### src/rtl/bcp_implication_dispatch_pkg.sv
`default_nettype none
// ============================================================================
//  Module   : bcp_implication_dispatch_pkg
//  Brief    : Shared definitions (bcp_defs) for the BCP implication dispatcher:
//             FSM encodings and default widths.
//  Revision : 1.0  initial release
// ============================================================================
package bcp_implication_dispatch_pkg;

  localparam int c_word_w     = 32;
  localparam int c_idx_w      = 5;
  localparam int c_clause_num = 8;

  // Dispatcher FSM encoding
  typedef enum logic [1:0] {
    IDLE  = 2'b00,
    LOAD  = 2'b01,
    ISSUE = 2'b10
  } dispatch_state_t;

endpackage
`default_nettype wire

### src/rtl/bcp_implication_dispatch_lsb_prio_enc.sv
`default_nettype none
// ============================================================================
//  Module   : lsb_prio_enc
//  Brief    : Combinational lowest-set-bit priority encoder. Returns the index
//             of the lowest set bit of vec and whether any bit is set.
//  Revision : 1.0  initial release
// ============================================================================
module lsb_prio_enc #(
  parameter int CLAUSE_NUM = 8,
  parameter int IDX_W      = 5
) (
  input  logic [CLAUSE_NUM-1:0] vec,
  input  logic                  unused_tie,
  output logic [IDX_W-1:0]      idx,
  output logic                  any_set
);

  // Scan from the top down so the lowest set bit is the last one written
  always_comb begin
    idx     = '0;
    any_set = |vec;
    for (int i = CLAUSE_NUM - 1; i >= 0; i--) begin
      if (vec[i]) begin
        idx = IDX_W'(i);
      end
    end
  end

endmodule
`default_nettype wire

### src/rtl/bcp_implication_dispatch.sv
`default_nettype none
// ============================================================================
//  Module   : bcp_implication_dispatch
//  Brief    : Drains the BCP result FIFO and serialises every set bit of each
//             unit-clause bitmap (lowest index first) into one implication
//             request on a valid/ready interface. flush discards all work.
//             Optional macro IMPL_DISPATCH_STATS_EN adds saturating
//             request/word counters.
//  Revision : 1.0  initial release
// ============================================================================
module bcp_implication_dispatch
  import bcp_implication_dispatch_pkg::*;
#(
  parameter int CLAUSE_NUM = c_clause_num,
  parameter int WORD_W     = c_word_w,
  parameter int IDX_W      = c_idx_w
) (
  input  logic              clock,
  input  logic              reset,
  input  logic              dispatch_en,
  input  logic              flush,
  input  logic              fifo_empty,
  input  logic [WORD_W-1:0] fifo_dataout,
  output logic              fifo_read,
  output logic              impl_valid,
  output logic [IDX_W-1:0]  impl_clause,
  input  logic              impl_ready,
  output logic              word_done,
  output logic              busy
`ifdef IMPL_DISPATCH_STATS_EN
  ,
  output logic [15:0]       stat_impl_cnt,
  output logic [15:0]       stat_word_cnt
`endif
);

  dispatch_state_t         r_state;
  logic [CLAUSE_NUM-1:0]   r_pending;
  logic                    r_word_done;

  logic [CLAUSE_NUM-1:0]   w_load_bits;
  logic [CLAUSE_NUM-1:0]   w_bit;
  logic [IDX_W-1:0]        w_idx;
  logic                    w_any_set;
  logic                    w_last;
  logic                    w_accept;

  // Only the low CLAUSE_NUM bits of a FIFO word carry clause flags
  assign w_load_bits = fifo_dataout[CLAUSE_NUM-1:0];

  generate
    if (WORD_W > CLAUSE_NUM) begin : g_upper_ignored
      logic w_unused_upper;
      assign w_unused_upper = ^fifo_dataout[WORD_W-1:CLAUSE_NUM];
    end
  endgenerate

  lsb_prio_enc #(
    .CLAUSE_NUM (CLAUSE_NUM),
    .IDX_W      (IDX_W)
  ) u_enc (
    .vec        (r_pending),
    .unused_tie (1'b0),
    .idx        (w_idx),
    .any_set    (w_any_set)
  );

  // Single remaining bit means this accept finishes the word
  assign w_last   = (r_pending & (r_pending - 1'b1)) == '0;
  assign w_bit    = {{(CLAUSE_NUM-1){1'b0}}, 1'b1} << w_idx;

  // Pops only from IDLE, and never while flushing or in reset
  assign fifo_read   = reset && (r_state == IDLE) && dispatch_en && !fifo_empty && !flush;
  assign impl_valid  = (r_state == ISSUE) && w_any_set;
  assign impl_clause = w_idx;
  assign w_accept    = impl_valid && impl_ready;
  assign word_done   = r_word_done;
  assign busy        = (r_state != IDLE);

  // Dispatcher FSM: pop, load bitmap, issue one request per set bit
  always_ff @(posedge clock) begin
    if (!reset) begin
      r_state     <= IDLE;
      r_pending   <= '0;
      r_word_done <= 1'b0;
    end else begin
      r_word_done <= 1'b0;
      if (flush) begin
        r_state   <= IDLE;
        r_pending <= '0;
      end else begin
        case (r_state)
          IDLE: begin
            if (fifo_read) begin
              r_state <= LOAD;
            end
          end
          LOAD: begin
            r_pending <= w_load_bits;
            if (w_load_bits == '0) begin
              r_state     <= IDLE;
              r_word_done <= 1'b1;
            end else begin
              r_state <= ISSUE;
            end
          end
          ISSUE: begin
            if (w_accept) begin
              r_pending <= r_pending & ~w_bit;
              if (w_last) begin
                r_state     <= IDLE;
                r_word_done <= 1'b1;
              end
            end
          end
          default: begin
            r_state   <= IDLE;
            r_pending <= '0;
          end
        endcase
      end
    end
  end

`ifdef IMPL_DISPATCH_STATS_EN
  // Saturating activity counters; cleared only by reset
  always_ff @(posedge clock) begin
    if (!reset) begin
      stat_impl_cnt <= '0;
      stat_word_cnt <= '0;
    end else begin
      if (w_accept && (stat_impl_cnt != 16'hFFFF)) begin
        stat_impl_cnt <= stat_impl_cnt + 16'd1;
      end
      if (r_word_done && (stat_word_cnt != 16'hFFFF)) begin
        stat_word_cnt <= stat_word_cnt + 16'd1;
      end
    end
  end
`endif

endmodule
`default_nettype wire

### config.mk
export PLATFORM = sky130hd
export DESIGN_NAME = bcp_implication_dispatch
export DESIGN_NICKNAME = d
export VERILOG_FILES = /design/src/rtl/bcp_implication_dispatch_pkg.sv /design/src/rtl/bcp_implication_dispatch_lsb_prio_enc.sv /design/src/rtl/bcp_implication_dispatch.sv
export SDC_FILE = /design/constraint.sdc
export NUM_CORES = 1
export LEC_CHECK = 0
export CORE_MARGIN = 2
export CORE_UTILIZATION = 38
export DETAILED_ROUTE_END_ITERATION = 12
export PLACE_DENSITY = 0.88
export SYNTH_ARGS = -nofsm -noshare
export SYNTH_HDL_FRONTEND = slang
export SYNTH_SLANG_ARGS = --single-unit
export TNS_END_PERCENT = 1
### constraint.sdc
create_clock -name clock -period 1.9 [get_ports clock]
set_input_delay 0.285 -clock clock [delete_from_list [all_inputs] [get_ports clock]]
set_output_delay 0.285 -clock clock [all_outputs]
set_load 0.02 [all_outputs]
==> out/qor.tcl, run 1 <==
set qor(p_int_mw) 0.352
set qor(dpl.cell_count) 166
set qor(worst_path_largest_cell_delay_ns) 0.33
set qor(floorplan.initialDensity_pct) 39.8
set qor(stdcell_count) 170
set qor(maxCapViolations) 0
set qor(drtAntennaViolNets) 0
set qor(crit_arrival_ns) 1.61
set qor(totalNegativeSetupSlack_ns) 0
set qor(avgSynthCellArea_um2) 7.92
set qor(synth_sequential_area_ratio_pct) 25.5
set qor(path_cells) {buf_4 > nor4_2 > buf_4 > a21oi_1 > clkdlybuf4s15_1}
set qor(ff_latch_area_um2) 224
set qor(floorplan.core_area_mm2) 0.00217
set qor(hold_path_class) {reg -> reg}
set qor(cts.reportedPaths.clkPinSlew_ns) 0.07
set qor(max_root_sink_buffers) 2
set qor(worst_ep_required_time_ns) 1.62
set qor(worstSetupPathType) {reg -> out}
set qor(worst_hold_slack_ns) 0.477
set qor(gp_routability_congestion) 0.944
set qor(rows) 17
set qor(crit_path_top_delay_cell) {sky130_fd_sc_hd__dfxtp_1}
set qor(syn_area_um2) 863
set qor(clock.fmax_ghz) 0.527
set qor(worstSetupStartpointType) {flip-flop}
set qor(final_standard_cell_utilization_of_the_core_pct) 54.3
set qor(wl_per_cell_um) 13.8
set qor(placement.setup.worst_slack_ns) -0.123
set qor(cts_tree) {built}
set qor(die-area_mm2) 0.00267
set qor(track_usage_pct) 18.5
set qor(synth_cell_types) 44
set qor(postSynthRegisterBits) 11
set qor(fp.dieW_um) 51.7
set qor(placed_cell_area_mm2) 0.00115
set qor(routed_wirelength_um) 2350
set qor(ys_async_sr_fraction_pct) 0
set qor(port_buffers) 20
set qor(clock_sinks) 11
set qor(timing_hold_violations_final) 0
set qor(finalSetupViolations) 0
set qor(drt_iter0_drc) 62
set qor(synth_warnings) 0
set qor(p_comb_share_pct) 16.0
set qor(grt_first_pass_wirelength_um) 3800
set qor(fin_nets) 184
set qor(grt_start_max_net_pins) 13
set qor(power.share.clock_pct) 34.1
set qor(cts_buffers) 3
set qor(cts_hold_buf) 0
set qor(drc_errors) 0
set qor(maxSlewHeadroom_pct) 62.7
set qor(crit_family) {buffers and inverters}
set qor(synth_top_area_share_pct) 25.5
set qor(grt_antenna_before_repair) 0
set qor(post-synth-top-count-cell) {sky130_fd_sc_hd__nand2_1}
set qor(p_sw_mw) 0.113
set qor(power_mw) 0.465
set qor(setup_slack_ns) 0.00413
set qor(clock_tree.htree_level_count) 1
set qor(clock-root-buffer) {sky130_fd_sc_hd__clkbuf_4}
set qor(dr_pass1_iterations) 4
set qor(final_critical_path_share_of_the_clock_period_pct) 99.8
set qor(multiInputGateArea_um2) 553
set qor(die_span_in_y_um) 51.7
set qor(critical_path_buf_inv_count) 3
set qor(ys_dominant_reg_cell) {sky130_fd_sc_hd__dfxtp_1}
set qor(finalMaxSlewViolations) 0
set qor(netSwitchingFraction_pct) 24.3
set qor(syn_inst) 109
set qor(area_growth_pct) 36.5
set qor(num_io_pins) 47
set qor(transition_time_of_the_tightest_slew_check_pin_ns) 0.555
set qor(pwr_density_cell_mw_per_mm2) 394
set qor(ir_worst_vdd_mv) 0.324
set qor(crit_path_frequent_cell) {sky130_fd_sc_hd__buf_4}
set qor(antenna_cell_count) 0
set qor(synth.area.top_cells) {sky130_fd_sc_hd__dfxtp_1, sky130_fd_sc_hd__nand2_1, sky130_fd_sc_hd__a21oi_1}
set qor(count_of_fill_cells_added_during_filler_insertion) 212
set qor(synth.top_cells.by_count) {sky130_fd_sc_hd__nand2_1, sky130_fd_sc_hd__dfxtp_1, sky130_fd_sc_hd__a21oi_1}
set qor(synth_edf_count) 0
set qor(critical_path.max_fanout) 7
set qor(min_period_ns) 1.90
set qor(insertion_delay_ns) 0.26
set qor(post_drt_via_cell_ratio) 5.80
set qor(detailroute.via_count) 986
set qor(post-dp-hpwl_um) 1800
set qor(fraction_of_final_layout_cells_sized_beyond_drive_strength_1_pct) 26.1
set qor(stdcell_area_mm2) 0.00118
set qor(end_kind) {output port}
set qor(worst_clock_skew_ns) 0.00231
set qor(seq_power_share_pct) 49.9
set qor(grt_pass1_vias) 881
set qor(grt.overflow.total) 0
set qor(yosys.area.top_type) {sky130_fd_sc_hd__dfxtp_1}
set qor(result_of_the_run) {finished clean}
set qor(leakage_nw) 0.470
==> power by group through the flow <==
stage               Combinational (mW)  Clock (mW)  Sequential, mW
detailed placement              0.0741           0           0.238
finish                          0.0743       0.159           0.232
global route                    0.0794       0.175           0.232
CTS                             0.0736       0.164           0.232
global placement                0.0734           0           0.238
floorplan                       0.0348           0           0.237
==> repair_timing <==
action                                  4_1_cts  5_1_grt
gates cloned                                  0        0
setup buffers                                 0        0
resized for setup                             9        8
endpoints found under the setup margin       12        4
==> worst min-delay path, stage by stage (launching register included) <==
cell,delay (ns)
sky130_fd_sc_hd__dfxtp_1,0.33
sky130_fd_sc_hd__nand2_1,0.06
sky130_fd_sc_hd__o2bb2ai_1,0.05
==> cell usage in the layout, fill, tap and decap left out, drive strengths merged, types with 2 or more instances in the layout <==
| cell | count |
|---|---|
| a21oi | 8 |
| a31oi | 5 |
| buf | 17 |
| clkbuf | 6 |
| clkdlybuf4s50 | 14 |
| conb | 2 |
| dfxtp | 11 |
| dlygate4sd2 | 3 |
| ha | 3 |
| inv | 7 |
| maj3 | 2 |
| nand2 | 12 |
| nand2b | 2 |
| nand3 | 6 |
| nand4 | 2 |
| nor2 | 3 |
| nor3 | 4 |
| nor4 | 4 |
| o21ai | 8 |
| o31ai | 2 |
| or3 | 2 |
| or4 | 2 |
==> routing by layer <==
metal,GRT usage (%),vias to the layer above,wire length (µm)
li1,-,472,-
met3,2.59,11,217
met4,5.26,0,60
met2,34.6,61,1130
met5,0,-,0
met1,21.6,442,942
==> path summary, 6_finish.rpt <==
check,from,endpoint,slack (ns),depth (start not counted)
worst max-delay path,r_pending[1],impl_valid,0.004,5
worst min-delay path,r_state[0],r_state[0],0.48,2
worst max register to register,r_pending[1],r_state[1],0.09,6
worst min register to register,r_state[0],r_state[0],0.48,2
==> state kept, by name (all words and copies together) (netlist names) <==
register,count
r_pending,8
r_state,2
word_done,1
==> final cells by class <==
type / count / share of cell area (%)
multi-input cells: 83 / 46.9
repair buffers: 37 / 26.6
flip-flops and latches: 11 / 19.0
well taps: 28 / 2.97
clock buffers: 4 / 2.23
inverters: 7 / 2.23
==> logic make-up after synthesis <==
family / Yosys count / share of synthesized area, %
and+or+nand+nor: 39 / 24.3
buffers and inverters: 16 / 12.2
AOI/OAI and AO/OA: 36 / 29.7
other: 1 / 0.434
muxes: 1 / 1.16
DFF: 11 / 25.5
adders and majority gates: 5 / 6.67
(Power assumes the default switching activity.)
==> run 2: changes to the inputs <==
Settings changed: CAP_MARGIN from default to 20.
==> results of run 2 <==
Same layout as run 1: the final DEF is identical, and so are final timing and power.
